**config.mk**
```make
export PLATFORM = sky130hd
export DESIGN_NAME = multicycle_datapath
export DESIGN_NICKNAME = d
export VERILOG_FILES = /design/src/rtl/multicycle_datapath.sv
export SDC_FILE = /design/constraint.sdc
export NUM_CORES = 2
export LEC_CHECK = 0
export BUFFER_PORTS_ARGS = -buffer_cell sky130_fd_sc_hd__buf_2
export CAP_MARGIN = 0
export CORE_ASPECT_RATIO = 0.5
export CORE_MARGIN = 10
export CORE_UTILIZATION = 55
export CTS_CLUSTER_DIAMETER = 100
export DETAILED_ROUTE_END_ITERATION = 7
export HOLD_SLACK_MARGIN = 0.1
export PLACE_DENSITY = 0.74
export SLEW_MARGIN = 20
export SYNTH_ARGS = -nofsm -noshare
export SYNTH_HDL_FRONTEND = slang
export SYNTH_SLANG_ARGS = --single-unit
```
**constraint.sdc**
```tcl
create_clock -name clk -period 5.6 [get_ports clk]
set_input_delay 1.68 -clock clk [delete_from_list [all_inputs] [get_ports clk]]
set_output_delay 1.68 -clock clk [all_outputs]
set_load 0.05 [all_outputs]
```
**src/rtl/multicycle_datapath.sv**
```systemverilog
// RV32I multicycle datapath: architectural state, register file, immediate
// generator and ALU. Sequencing comes from an external control unit; this
// block only reports the current opcode back to it.
module multicycle_datapath #(
  parameter logic [31:0] RESET_PC = 32'h0000_0000,
  parameter int          DATA_W   = 32
) (
  input  logic              clk,
  input  logic              rst_n,
  input  logic              pc_write,
  input  logic              ir_write,
  input  logic              pc_source,
  input  logic              reg_write,
  input  logic              memory_read,
  input  logic              is_immediate,
  input  logic              memory_write,
  input  logic              pc_write_cond,
  input  logic              lorD,
  input  logic              memory_to_reg,
  input  logic [1:0]        aluop,
  input  logic [1:0]        alu_src_a,
  input  logic [1:0]        alu_src_b,
  output logic [6:0]        instruction_opcode,
  output logic [DATA_W-1:0] mem_addr,
  output logic [DATA_W-1:0] mem_wdata,
  input  logic [DATA_W-1:0] mem_rdata,
  output logic              mem_re,
  output logic              mem_we,
  output logic [DATA_W-1:0] pc_out
);

  localparam logic [6:0] OP_LOAD   = 7'b0000011;
  localparam logic [6:0] OP_IMM    = 7'b0010011;
  localparam logic [6:0] OP_AUIPC  = 7'b0010111;
  localparam logic [6:0] OP_STORE  = 7'b0100011;
  localparam logic [6:0] OP_LUI    = 7'b0110111;
  localparam logic [6:0] OP_BRANCH = 7'b1100011;
  localparam logic [6:0] OP_JALR   = 7'b1100111;
  localparam logic [6:0] OP_JAL    = 7'b1101111;

  // Architectural and inter-cycle registers
  logic [DATA_W-1:0] pc_q, pc_d;
  logic [DATA_W-1:0] old_pc_q, old_pc_d;
  logic [DATA_W-1:0] ir_q, ir_d;
  logic [DATA_W-1:0] mdr_q, mdr_d;
  logic [DATA_W-1:0] a_q, a_d;
  logic [DATA_W-1:0] b_q, b_d;
  logic [DATA_W-1:0] aluout_q, aluout_d;
  logic [DATA_W-1:0] rf_q [32];

  // Instruction fields
  logic [6:0] opcode;
  logic [2:0] funct3;
  logic       funct7_5;
  logic [4:0] rs1;
  logic [4:0] rs2;
  logic [4:0] rd;

  assign opcode   = ir_q[6:0];
  assign funct3   = ir_q[14:12];
  assign funct7_5 = ir_q[30];
  assign rs1      = ir_q[19:15];
  assign rs2      = ir_q[24:20];
  assign rd       = ir_q[11:7];

  // Datapath intermediates
  logic [DATA_W-1:0] imm;
  logic [DATA_W-1:0] operand_a;
  logic [DATA_W-1:0] operand_b;
  logic [DATA_W-1:0] alu_result;
  logic              branch_taken;
  logic [4:0]        shamt;
  logic [DATA_W-1:0] next_pc_raw;
  logic [DATA_W-1:0] next_pc;
  logic              pc_en;
  logic [DATA_W-1:0] wb_data;
  logic              rf_we;

  assign shamt = operand_b[4:0];

  // Immediate generation, format chosen by the latched opcode
  always_comb begin
    imm = '0;
    case (opcode)
      OP_LOAD, OP_IMM, OP_JALR: imm = {{20{ir_q[31]}}, ir_q[31:20]};
      OP_STORE:                 imm = {{20{ir_q[31]}}, ir_q[31:25], ir_q[11:7]};
      OP_BRANCH:                imm = {{19{ir_q[31]}}, ir_q[31], ir_q[7],
                                       ir_q[30:25], ir_q[11:8], 1'b0};
      OP_AUIPC, OP_LUI:         imm = {ir_q[31:12], 12'b0};
      OP_JAL:                   imm = {{11{ir_q[31]}}, ir_q[31], ir_q[19:12],
                                       ir_q[20], ir_q[30:21], 1'b0};
      default:                  imm = '0;
    endcase
  end

  // ALU operand multiplexers
  always_comb begin
    operand_a = '0;
    case (alu_src_a)
      2'b00:   operand_a = pc_q;
      2'b01:   operand_a = a_q;
      2'b10:   operand_a = old_pc_q;
      default: operand_a = '0;
    endcase
    operand_b = '0;
    case (alu_src_b)
      2'b00:   operand_b = b_q;
      2'b01:   operand_b = 32'd4;
      2'b10:   operand_b = imm;
      default: operand_b = '0;
    endcase
  end

  // ALU control and ALU; branch_taken is only meaningful for the compare class
  always_comb begin
    alu_result   = operand_a + operand_b;
    branch_taken = 1'b0;
    case (aluop)
      2'b01: begin
        alu_result = operand_a - operand_b;
        case (funct3)
          3'b000:  branch_taken = (operand_a == operand_b);
          3'b001:  branch_taken = (operand_a != operand_b);
          3'b100:  branch_taken = ($signed(operand_a) <  $signed(operand_b));
          3'b101:  branch_taken = ($signed(operand_a) >= $signed(operand_b));
          3'b110:  branch_taken = (operand_a <  operand_b);
          3'b111:  branch_taken = (operand_a >= operand_b);
          default: branch_taken = 1'b0;
        endcase
      end
      2'b10: begin
        case (funct3)
          3'b000: begin
            // Immediate forms reuse bit 30 as immediate data, so only R-type subtracts
            if (funct7_5 && !is_immediate) alu_result = operand_a - operand_b;
            else                           alu_result = operand_a + operand_b;
          end
          3'b001:  alu_result = operand_a << shamt;
          3'b010:  alu_result = {31'b0, ($signed(operand_a) < $signed(operand_b))};
          3'b011:  alu_result = {31'b0, (operand_a < operand_b)};
          3'b100:  alu_result = operand_a ^ operand_b;
          3'b101: begin
            if (funct7_5) alu_result = $unsigned($signed(operand_a) >>> shamt);
            else          alu_result = operand_a >> shamt;
          end
          3'b110:  alu_result = operand_a | operand_b;
          default: alu_result = operand_a & operand_b;
        endcase
      end
      default: alu_result = operand_a + operand_b;
    endcase
  end

  // Next-PC selection; JALR targets always have bit 0 cleared
  always_comb begin
    next_pc_raw = pc_source ? aluout_q : alu_result;
    next_pc     = next_pc_raw;
    if (opcode == OP_JALR) next_pc[0] = 1'b0;
    pc_en = pc_write | (pc_write_cond & branch_taken);
  end

  // Next-state values for the inter-cycle registers
  always_comb begin
    pc_d     = pc_en ? next_pc : pc_q;
    ir_d     = ir_write ? mem_rdata : ir_q;
    old_pc_d = ir_write ? pc_q : old_pc_q;
    mdr_d    = (memory_read & lorD) ? mem_rdata : mdr_q;
    a_d      = rf_q[rs1];
    b_d      = rf_q[rs2];
    aluout_d = alu_result;
  end

  // State registers, cleared asynchronously
  always_ff @(posedge clk or negedge rst_n) begin
    if (!rst_n) begin
      pc_q     <= RESET_PC;
      old_pc_q <= '0;
      ir_q     <= '0;
      mdr_q    <= '0;
      a_q      <= '0;
      b_q      <= '0;
      aluout_q <= '0;
    end else begin
      pc_q     <= pc_d;
      old_pc_q <= old_pc_d;
      ir_q     <= ir_d;
      mdr_q    <= mdr_d;
      a_q      <= a_d;
      b_q      <= b_d;
      aluout_q <= aluout_d;
    end
  end

  // Register file write-back; x0 never takes a write
  assign wb_data = memory_to_reg ? mdr_q : aluout_q;
  assign rf_we   = reg_write && (rd != 5'd0);

  // Register file storage; must clear on reset, so it is built from flops
  always_ff @(posedge clk or negedge rst_n) begin
    if (!rst_n) begin
      for (int i = 0; i < 32; i++) rf_q[i] <= '0;
    end else if (rf_we) begin
      rf_q[rd] <= wb_data;
    end
  end

  // Memory interface and status outputs
  assign instruction_opcode = opcode;
  assign mem_addr           = lorD ? aluout_q : pc_q;
  assign mem_wdata          = b_q;
  assign mem_re             = memory_read;
  assign mem_we             = memory_write;
  assign pc_out             = pc_q;

endmodule
```
==> flow_metrics.tcl <==
set metrics [dict create \
    core_um2 128800 \
    htree_num_levels 3 \
    core.rowCount 93 \
    synthMuxAreaShare 0.2434 \
    die_area_um2 145600 \
    slew_violations 0 \
    synth_cell_types 102 \
    synth_nets 6852 \
    p_clk_frac 0.195 \
    hold_end "rf_q[1021]" \
    cts_tree "built" \
    worstSetupPathType "in -> reg" \
    synthXorXnorAreaFrac 0.003801 \
    area_growth_pct 14.69 \
    critPathBufInv 6 \
    timing.final.crit_period_ps 5580 \
    grt_setup_unrepaired "no" \
    irDropWorstVdd_mv 0.3226 \
    clk_path_buf_depth 3 \
    place_inst 8615 \
    antenna_found_initial 25 \
    comb_power_share 0.428 \
    ios 155 \
    nNetsFinal 7169 \
    synth.avg_cell_area_um2 10.66 \
    synth_top_family_by_area "multiplexers" \
    power_density_nw_per_um2 522.1 \
    wl_per_cell_um 33.58 \
    synth-edff-count 0 \
    clock_latency_ps 770 \
    fmax_mhz 179.2 \
    clock-sinks 1248 \
    cts.clk_slew.worst_paths_ps 70 \
    ff_latch_area_um2 31260 \
    netlist_instances 6701 \
    worst_pin_slew_ps 1216 \
    hold_viol_final 0 \
    drc 0 \
    status "complete, no violations" \
    finalSetupViolCount 0 \
    slew-limit-headroom 0.1894 \
    cp_top_family "compound AO/OA/AOI/OAI gates" \
    fin_cells 8837 \
    yosysWarnings 0 \
    place_area_um2 77890 \
    grt_overflow 0 \
    switching_share 0.4056 \
    drtAntennaViolNets 0 \
    dp_hpwl_mm 198.6 \
    cellLeakagePower_nw 35.12 \
    grt_pass1_wl_mm 427.2 \
    worstHoldStart "rf_q[1021]" \
    grt_pass1_vias 61270 \
    seqPwrFrac 0.377 \
    start_util 0.5545 \
    cp-end-kind "flop" \
    worstPathArrival_ps 6190 \
    rr_worst_depth 21 \
    die_y_um 274.8 \
    slowest_stage "a211oi_2" \
    vias 62170 \
    synth_ff_type "dfrtp_1" \
    p_int_mw 25.43 \
    post_cts_buffers 0 \
    firstDrtPassIters 7 \
    finalCritPeriodShare 0.9965 \
    routed_via_density 7.035 \
    cts_buffers 111 \
    dieWidth_um 529.7 \
    synth.cell_area_um2 71430 \
    setup_tns_ps 0 \
    yosys.area_share.simple 0.1076 \
    yosysSeqAreaShare 0.4372 \
    fillCellCount 9848 \
    path_cells "buf_2 > buf_4 > nand2b_1 > buf_4 > nor2_2 > a22oi_1 > buf_4 > ha_1 > buf_4 > nor2_1 > a211o_1 > or2_2 > a211oi_2 > mux2i_1 > xnor2_1 > o221ai_1 > o221ai_1 > buf_4 > o311ai_1 > mux2i_1 > a21oi_1" \
    routed_wl_mm 296.8 \
    fin_skew_ps 46.83 \
    ys_async_sr_fraction 1.000 \
    grt_start_max_net_pins 153 \
    multiInputGateArea_um2 37630 \
    r2r-start "ir_q[4]" \
    drive_gt1_frac 0.2893 \
    fin_area_um2 81930 \
    r2r_setup_slack_ps 170 \
    finalPower_mw 42.78 \
    io_buffers 152 \
    max_stage_delay_ps 420 \
    min_path_type "reg -> reg" \
    cp_max_fo 10 \
    drt_iter0_markers 9028 \
    ys_seq_elements 1248 \
    cp.required_ps 6210 \
    drv_cap 0 \
    root_buffer "clkbuf_16" \
    synth_compound_area_frac 0.1472 \
    cp-start-kind "primary input" \
    place.gp.congestion 1.023 \
    min_path_cells 0 \
    fin_hold_ws_ps 403.0 \
    synth_fa_ha_area_frac 0.01790 \
    r2r_end "pc_out[8]" \
    cpMostUsedCell "buf_4" \
    switchingPower_mw 17.35 \
    track_usage 0.4018 \
]
[per-layer routing]
layer / part of all wire / vias to the layer above / GRT usage / routed length, um
met3: 0.15 / 785 / 0.1629 / 44440
met4: 0.044 / 24 / 0.1638 / 12930
met2: 0.42 / 4524 / 0.5665 / 124700
met1: 0.39 / 31590 / 0.5543 / 114600
met5: 0.00054 / - / 0 / 160
li1: - / 25250 / - / -
[synth_stat cells (11+ instances only)]
library cell  count  area, um^2
a211oi_1         52       390.4
a21o_1           36       270.3
a21oi_1         757        3789
a21oi_2          12       105.1
a221oi_1         20       175.2
a22oi_1          29       217.7
a31oi_1          31       193.9
and3_1           13       81.33
buf_1            80       300.3
buf_2            40       200.2
buf_4            11       82.58
clkbuf_1        525        1971
dfrtp_1        1248       31230
ha_1             99        1239
inv_1           110       412.9
mux2_2          184        2072
mux2i_1          90       900.9
mux4_2          640       14410
nand2_1         686        2575
nand3_1          42       210.2
nand3b_1         18       135.1
nand4_1          15       93.84
nor2_1          717        2691
nor2b_1          17       106.4
nor3_1          180       900.9
nor3_2           24       240.2
nor4_1           15       93.84
o211ai_1         18       135.1
o21a_1           12       90.09
o21ai_0         638        3193
o21ai_1          16       80.08
o21bai_1         19       142.6
o221ai_1         22       192.7
o22ai_1          21       131.4
o31ai_1          25       187.7
xnor2_1          30       262.8
[stage by stage]
step	setup slack [ps]	utilization
detailed placement	-761.8	0.6047
CTS	6.843	0.6352
finish	19.73	0.6360
global placement	-735.4	0.6046
global route	4.028	0.6358
floorplan	-47.44	-
[logic make-up after synthesis]
kind of cell,count (synthesis)
flops,1248
buf+inv,781
compound gates,1830
mux,914
simple gates,1796
fa+ha+maj,101
xor+xnor,31
[power groups by stage]
stage                     combinational, mW  sequential (mW)  clock (mW)
final                                  18.3             16.1        8.36
after floorplan                        10.9             15.0           0
after CTS                              17.9             15.8        8.37
after detailed placement               17.7             15.9           0
after global placement                 17.3             15.5           0
after global routing                   19.4             16.3        8.76
[area by class of cell]
cell class | instances | share of cell area
antenna | 14 | 0.0004276
clock buffer | 168 | 0.04020
clock inverter | 40 | 0.007682
inverter | 118 | 0.005406
multi-input combinational | 4672 | 0.4593
sequential | 1248 | 0.3816
tap | 1710 | 0.02611
timing repair buffer | 867 | 0.07929
[worst reg2reg max path: stages, from the launching register on]
cell and delay [ps]:
dfrtp_1 460, nand4b_1 370, nor2_1 220, buf_4 150, nor2_1 60, nor2_2 330, a22oi_1 190, buf_4 190
ha_1 370, buf_4 160, nor2_1 70, a211o_1 310, or2_2 320, a211oi_2 420, mux2i_1 170, xnor2_1 330
o221ai_1 180, o221ai_1 410, buf_4 190, o311ai_1 140, mux2i_1 190, a21oi_1 100
[how the worst max path moves through the flow]
| stage | depth (start not counted) | from | end |
|---|---|---|---|
| 2_1_floorplan | 21 | alu_src_b[0] | pc_out[30] |
| 3_3_place_gp | 23 | alu_src_b[1] | pc_out[30] |
| 3_5_place_dp | 23 | alu_src_b[1] | pc_out[30] |
| 4_1_cts | 23 | alu_src_b[1] | pc_out[30] |
| 5_1_grt | 21 | alu_src_b[1] | pc_out[8] |
| 6_report | 21 | alu_src_b[1] | pc_out[8] |
[state kept, by name, indices dropped and copies added (netlist names)]
name       flops
mem_wdata     32
ir_q          32
pc_out        32
a_q           32
aluout_q      32
mdr_q         32
old_pc_q      32
rf_q        1024
[repair_timing]
| item | CTS | global route |
|---|---|---|
| setup endpoints to repair | 0 | 36 |
| resized for setup | 0 | 7 |
| hold buffers | 0 | 0 |
[layout by cell type (no fill, tap or decap), types with 28 or more instances in the layout]
cell	instances
dfrtp_1	1238
buf_4	688
a211oi_1	49
nand3_1	42
clkbuf_8	28
a22oi_1	29
clkbuf_1	28
mux2i_1	58
clkbuf_16	112
nor2_1	698
o21ai_0	636
mux4_2	640
inv_1	109
xnor2_1	30
buf_12	29
nor3_1	180
ha_1	99
mux2i_2	31
a21oi_1	755
a21o_1	36
buf_2	150
nand2_1	670
a31oi_1	31
mux2_2	184
Power figures use the tool's default switching activity.
